`config.mk`:
```
export PLATFORM = sky130hd
export DESIGN_NAME = prbs_sat_cnt
export DESIGN_NICKNAME = d
export VERILOG_FILES = /design/src/rtl/prbs_sat_cnt.sv
export SDC_FILE = /design/constraint.sdc
export NUM_CORES = 1
export LEC_CHECK = 0
export BUFFER_PORTS_ARGS = -buffer_cell sky130_fd_sc_hd__buf_2
export CAP_MARGIN = 20
export CORE_MARGIN = 4
export CORE_UTILIZATION = 56
export DETAILED_ROUTE_END_ITERATION = 10
export HOLD_SLACK_MARGIN = 0.02
export PLACE_DENSITY = 0.82
export SETUP_SLACK_MARGIN = 0.02
export SYNTH_ARGS = -nofsm -noshare
export SYNTH_HDL_FRONTEND = slang
export SYNTH_SLANG_ARGS = --single-unit
```
`constraint.sdc`:
```
create_clock -name clk -period 2.8 [get_ports clk]
set_input_delay 0.56 -clock clk [delete_from_list [all_inputs] [get_ports clk]]
set_output_delay 0.56 -clock clk [all_outputs]
set_load 0.1 [all_outputs]
```
`src/rtl/prbs_sat_cnt.sv`:
```
// prbs_sat_cnt: saturating accumulator with synchronous clear.
// Ports: clk, rst_n (async, active-low), clr (sync clear, wins over en),
//        en (add amt this cycle), amt (AW-bit increment), cnt (W-bit result,
//        sticks at all-ones once the sum would overflow).
module prbs_sat_cnt #(
    parameter int W  = 16,
    parameter int AW = 1
) (
    input  logic          clk,
    input  logic          rst_n,
    input  logic          clr,
    input  logic          en,
    input  logic [AW-1:0] amt,
    output logic [W-1:0]  cnt
);

    localparam int SW = (W > AW ? W : AW) + 1;

    logic [SW-1:0] sum;

    assign sum = SW'(cnt) + SW'(amt);

    always_ff @(posedge clk or negedge rst_n)
        if (!rst_n)
            cnt <= '0;
        else if (clr)
            cnt <= '0;
        else if (en)
            cnt <= (sum > SW'({W{1'b1}})) ? '1 : sum[W-1:0];

endmodule

```
# After elaboration in Yosys (flattened, before gate mapping)
# Cells that the tools add are included.
[totals]
reg_bits = 16
latch_bits = 0
mem_bits_rw = 0
mem_bits_ro = 0
in_bits = 5
output_inout_bits = 16
wordCells = 7
mem_count = 0
[op_classes]
addsub = 1
mul = 0
div = 0
n_lt_le_gt_ge = 1
n_eq_ne = 0
shift = 0
mux = 3
n_bitwise = 0
reduce_logical = 1
[op_table]
columns = ["op", "count"]
rows = [
  ["$mux 16", 3],
  ["$add 16x1->17", 1],
  ["$gt 17x16->1 const B", 1],
  ["$reduce_bool 2->1", 1],
]

# Longest topological paths before layout
# Gate-level depths: netlist (run 1).
[logic_depth]
word_depth = 5
mapped_depth = 6
depth_no_buf = 5

# Worst setup path after synthesis (run 1)
# No wires, ideal clock.
[synth_path]
path_kind = "register to register"
startpoint = "reg cnt[13]"
endpoint = "reg cnt[6]"
setup_ns = 0.088
arrival_time_ns = 2.064
required_ns = 2.712
setup_slack_ns = 0.649
stages_incl_launch_ff = 6
n_path_buf = 1
period_less_slack_ns = 2.151
path_cell_list = "dfrtp_1 -> nand3_1 -> nor4b_4 -> nand2_2 -> buf_6 -> a211oi_2"
[synth_between]
elab_chain_cells = 5
[synth_lines]
columns = ["item", "line", "source"]
rows = [
  ["from (decl)", "14", "output logic [W-1:0] cnt"],
  ["from (signal assigned)", "29", "cnt <= (sum > SW'({W{1'b1}})) ? '1 : sum[W-1:0];"],
  ["$add 16x1->17", "21", "assign sum = SW'(cnt) + SW'(amt);"],
  ["$gt 17x16->1", "29", ""],
  ["$mux 16", "29", ""],
  ["$mux 16", "28", "else if (en)"],
  ["$mux 16", "26", "else if (clr)"],
]
# Every way passes these cells. The select of a mux whose other input is x is not followed.
# A chain may end at the register's enable or synchronous reset.

# Worst setup path after layout (run 1)
[layout_path]
startpoint = "reg cnt[7]"
endpoint = "reg cnt[4]"
# Same word-level chain as after synthesis.

==> results of run 1 <==
cells in the final DEF, fill, tap and decap left out, types with 2 or more instances in the layout:
cell type	count
nand4_1	2
a31oi_1	9
nor2b_1	2
dfrtp_1	16
buf_2	20
ha_1	2
and4_1	5
nor2_1	4
and3_1	6
nand3_1	3
a211oi_1	2
a41oi_1	2
a21oi_1	5
a211oi_2	7
nor3_1	3
clkbuf_4	3
nand2_1	5
o21bai_1	2
critical path: cells and delay by family (launching register included):
family | cells | cell delay [ps]
flip-flops | 1 | 460
AND/OR/NAND/NOR | 3 | 950
AO/OA/AOI/OAI | 1 | 330
final cells by class:
class                           instances  area share
Timing Repair Buffer                   20      0.0941
Tap cell                               16      0.0188
Sequential cell                        16       0.376
Clock buffer                            3      0.0212
Inverter                                1     0.00353
Multi-Input combinational cell         71       0.486
layer usage:
layer  track usage  share of wire  up-vias
li1              -              -      401
met1         0.268           0.49      396
met2         0.313           0.46       22
met3        0.0428          0.043        2
met4        0.0474         0.0065        0
met5             0              0        -
per-stage QoR:
step                      utilization  setup slack [ps]  instances
after floorplan                     -               649         93
after global placement          0.668               929        124
after detailed placement        0.668               861        124
after CTS                       0.682               961        127
after global routing            0.682               766        127
final                           0.682               965        127
worst paths after layout:
path / slack, ps / to / cells past startpoint
max: 960 / cnt[4] / 4
min: 170 / cnt[7] / 1
max reg2reg: 960 / cnt[4] / 4
min reg2reg: 560 / cnt[9] / 1
max in group asynchronous: 2370 / cnt[0] / 1
min in group clk: 560 / cnt[9] / 1
power groups by stage:
stage / Clock (mW) / Combinational [mW] / Sequential [mW]
after floorplan: 0 / 0.0136 / 0.251
after CTS: 0.120 / 0.0392 / 0.235
after global placement: 0 / 0.0383 / 0.239
after detailed placement: 0 / 0.0391 / 0.239
after global routing: 0.133 / 0.0416 / 0.235
final: 0.116 / 0.0388 / 0.235
kinds of logic (layout without fill, tap and decap cells):
group / after synthesis / after routing
buffers and inverters: 6 / 24
AOI/OAI and AO/OA: 31 / 31
and+or+nand+nor: 37 / 37
muxes: 1 / 1
adders and majority gates: 2 / 2
DFF: 16 / 16
==> run metrics, run 1 <==
status=complete, no violations; CTS sink cnt=16; cell accounting for the most synthesized area=dfrtp_1; P per Cell Area=366 mW/mm^2; crit end category=flop; drt pass-1 iters=4; area of the mapped netlist=952 sq um; setup bufs post-CTS=0; Slowest cell on crit path=dfrtp_1; H-tree Lvls=1; switching share of power=0.254; Die H=49.2 um; first-pass GRT wire length=3.76 mm; Biggest register=cnt; kind of critical path=flop to flop; combinational power share=0.100; max FFs per register=16; clk_lat worst skew=280 ps; fin crit period=1840 ps; Routed WL per cell=16.9 um; leading registers by flop count=cnt (16); element type at the critical path start=flop; Post-DP Area=0.00104 sq mm; initial antenna violation count=0; Via density=6.46; post-synthesis simple-gate area fraction=0.247; Pleak=0.511 nW; share of cells above drive strength 1=0.315; Die Wd=49.2 um; Max stage delay on crit path=460 ps; critical path startpoint=cnt[7]; switching pwr=98.9 uW; Die ar.=0.00242 sq mm; placer congestion estimate=0.817; routed via count=821; Worst Path Required=2980 ps; Int Power=290 uW; Final TNS setup=0 ps; total power=389 uW; Layout Skew=3.70 ps; fraction of the mapped netlist area in adder cells=0.0263; Final setup viols=0; post-CTS sizing=0; final wirelength=2.15 mm; maxcap violations=0; clock buffer depth=2; nets@finish=120; Compound-Gate Fraction of Synth Area=0.259; Synth Area in XOR/XNOR=0; number of diodes=0; number of synthesized register bits=16; Final HPWL DP=1.57 mm; Syn-to-layout area delta=11.7%; top-area cell type share of the netlist area=0.420; cell area after layout=0.00106 sq mm; GR Overflow Total=0; r2r startpoint=cnt[7]; sequential share of the synthesized area=0.420; crit-path cells=and4_1 -> nor4b_4 -> nand2_2 -> a311oi_1; # port buffers=20; Antenna Violating Nets Remaining=0; HP Class=primary input to asynchronous set/reset pin; GRT Util Overall=0.196; Layout fillers=127; post-synth cell types=33; pin count of the biggest net entering global routing=17; crit share post-route=0.656; Root Driver=clkbuf_4; Post-Syn Nets=100; count leader, synth=dfrtp_1; slew margin rel.=0.561; Boundary Pins=21; Synth top cells by count=16 x dfrtp_1, 9 x a31oi_1, 7 x a211oi_2, 6 x and3_1; RSZ-0062 raised after global routing=false; # rows=14; most frequently used flop master after synthesis=dfrtp_1; Crit Path Max Fanout=11; DR iter-0 viols=41; CTS hold repair buffers=0; VDD IR max=0.233 mV; worst endpoint data arrival time=2020 ps; CTS tree=built; Post-Syn Area per Cell=10.2 sq um; vias in the first global route=798; DRC viols=0; Post-synth ARST share=1.00; largest family of logic cells by synthesized area=compound AO/OA/AOI/OAI gates; core area=0.00156 sq mm; Min Hold Slack=174 ps; Yosys warnings=0; cell count after synthesis=93; Final Slew Violations=0; area of the multi-input gates=517 sq um; Fmax achieved=0.545 GHz; starting density of the core=0.611; worst slew pin tran=652 ps; clock-pin slew on the worst setup and hold paths=80 ps; Post-synth EDFFs=0; final hold violation count=0; sequential cell area=400 sq um; Seq pwr share=0.603; Clock Power Share=0.297; post-synthesis mux area share=0.0105; number of CTS-inserted buffers=3; Synth area leaders=dfrtp_1 42%, a211oi_2 9.2%, a31oi_1 5.9%
(Power assumes the default switching activity.)
==> run 2: changes to the inputs <==
CORE_UTILIZATION = 47   (was 56)
PLACE_DENSITY = 0.73   (was 0.82)
clock period = 1.6 ns   (was 2.8 ns; I/O delays follow)
==> run metrics, run 2 (same netlist as run 1, synthesis figures left out) <==
Worst Path Buf+Inv=1 (+1); final wirelength=2.27 mm (+5.3%); worst slew pin tran=487 ps (-165 ps); commonest cells after routing, fill and taps aside=20 x buf_2, 14 x dfrtp_4, 9 x a31oi_1, 9 x a211oi_2, 7 x buf_4; Syn-to-layout area delta=33.6%; total power=764 uW (+96%); switching pwr=197 uW (+99%); crit share post-route=0.945; placer congestion estimate=0.786 (-3.7%); Die Wd=53.0 um (+7.7%); first-pass GRT wire length=3.70 mm (-1.6%); drt pass-1 iters=4 (unchanged); Fmax achieved=0.661 GHz; fin util=0.655 (-0.0269); max FFs per register=16 (unchanged); clk_lat worst skew=290 ps (about the same); routed via count=852 (+3.8%); Layout Skew=6.21 ps (+2.52 ps); Final HPWL DP=1.65 mm (+4.8%); Root Driver=clkbuf_4; Biggest register=cnt; H-tree Lvls=1 (unchanged); CP endpoint=cnt[1]; final hold violation count=0 (unchanged); share of cells above drive strength 1=0.567 (+0.251); setup bufs post-CTS=0 (unchanged); initial antenna violation count=0 (unchanged); CP delay by family, top=flip-flops; Pleak=0.554 nW (+8.3%); switching share of power=0.258 (+0.00385); status=complete, no violations; kind of critical path=flop to output pin; Via density=5.80 (-10%); DRC viols=0 (unchanged); fin crit period=1510 ps; # rows=16 (+2); Worst Path Required=1280 ps (-1700 ps); leading registers by flop count=cnt (16); DR iter-0 viols=14 (-66%); Final setup viols=0 (unchanged); CTS tree=built; RSZ-0062 raised after global routing=true; VDD IR max=0.496 mV (+110%); Clock Power Share=0.355 (+0.058); number of diodes=0 (unchanged); crit end category=output pin; vias in the first global route=758 (-5.0%); GRT Util Overall=0.179 (-0.0167); Die H=53.0 um (+7.7%); Crit Path Max Fanout=9 (-2); element type at the critical path start=flop; worst endpoint data arrival time=1190 ps (-830 ps); GR Overflow Total=0 (unchanged); CTS sink cnt=16 (unchanged); clock buffer depth=2 (unchanged); Reg2Reg Setup Slack=100 ps (-860 ps); worst reg-to-reg path cell count=5 (+1); Max stage delay on crit path=470 ps (about the same); Boundary Pins=21 (unchanged); commonest non-fill, non-tap cell in the layout=buf_2; combinational power share=0.104 (+0.004); # port buffers=20 (unchanged); crit-path cells=buf_2; maxcap violations=0 (unchanged); Die ar.=0.00281 sq mm (+16%); pin count of the biggest net entering global routing=17 (unchanged); r2r startpoint=cnt[2]; Antenna Violating Nets Remaining=0 (unchanged); Slowest cell on crit path=dfrtp_4; nets@finish=128 (+6.7%); Routed WL per cell=15.4 um (-9.1%); clock-pin slew on the worst setup and hold paths=100 ps (+20 ps); P per Cell Area=601 mW/mm^2 (+64%); Final Slew Violations=0 (unchanged); HP Class=primary input to flop; starting density of the core=0.490 (-0.120); number of CTS-inserted buffers=3 (unchanged); Int Power=567 uW (+95%); Seq pwr share=0.540 (-0.063); slew margin rel.=0.677 (+0.116); reg2reg end=cnt[8]; core area=0.00194 sq mm (+25%); Final TNS setup=0 ps (unchanged); WP depth=1 (-3); critical path startpoint=cnt[1]
run 2: changes by cell type in the layout (fill, tap and decap cells not counted), sizes merged:
| cell | change |
|---|---|
| buf | +7 |
| clkbuf | +1 |
| dlygate4sd3 | +1 |
run 2: power by group through the flow:
stage | clock network (mW) | registers (mW) | logic [mW]
final | 0.272 | 0.413 | 0.0798
after global routing | 0.301 | 0.414 | 0.0872
after detailed placement | 0 | 0.422 | 0.0755
after floorplan | 0 | 0.443 | 0.0264
after global placement | 0 | 0.422 | 0.0744
after CTS | 0.282 | 0.413 | 0.0776
run 2: per-stage QoR:
| step | instances | cell area [sq um] | setup slack (ps) | hold slack (ps) |
|---|---|---|---|---|
| finish | 147 | 1270 | 87.2 | 415 |
| global route | 147 | 1270 | 3.99 | 412 |
| CTS | 147 | 1250 | 34.1 | 405 |
| detailed placement | 142 | 1200 | 74.7 | 257 |
| global placement | 142 | 1200 | 102 | 254 |
| floorplan | 93 | 1050 | -106 | 24.4 |
run 2: how the worst min path moves through the flow:
stage	startpoint	to	cells after the start	slack, ps
floorplan	rst_n	cnt[11]	0	20
detailed placement	rst_n	cnt[7]	1	260
CTS	en	cnt[5]	3	400
global route	en	cnt[5]	3	410
finish	en	cnt[5]	3	420
global placement	rst_n	cnt[13]	1	250
run 2: layer usage:
layer / track usage / vias up / part of all wire
met5: 0 / - / 0
met2: 0.269 / 15 / 0.46
met4: 0.0511 / 0 / 0.016
met1: 0.265 / 410 / 0.49
li1: - / 423 / -
met3: 0.0254 / 4 / 0.035
run 2: area by class of cell:
| type | instances | area, sq um |
|---|---|---|
| inverter | 1 | 3.75 |
| fill | 162 | 669 |
| multi-input combinational | 71 | 581 |
| timing repair buffer | 28 | 163 |
| clock buffer | 4 | 36.3 |
| tap | 27 | 33.8 |
| sequential | 16 | 455 |
run 2: repair_timing:
| item | in CTS | in global routing |
|---|---|---|
| gates resized for setup | 0 | 5 |
| hold endpoints to repair | 16 | 0 |
| endpoints found under the setup margin | 0 | 8 |
| hold buffers | 1 | 0 |
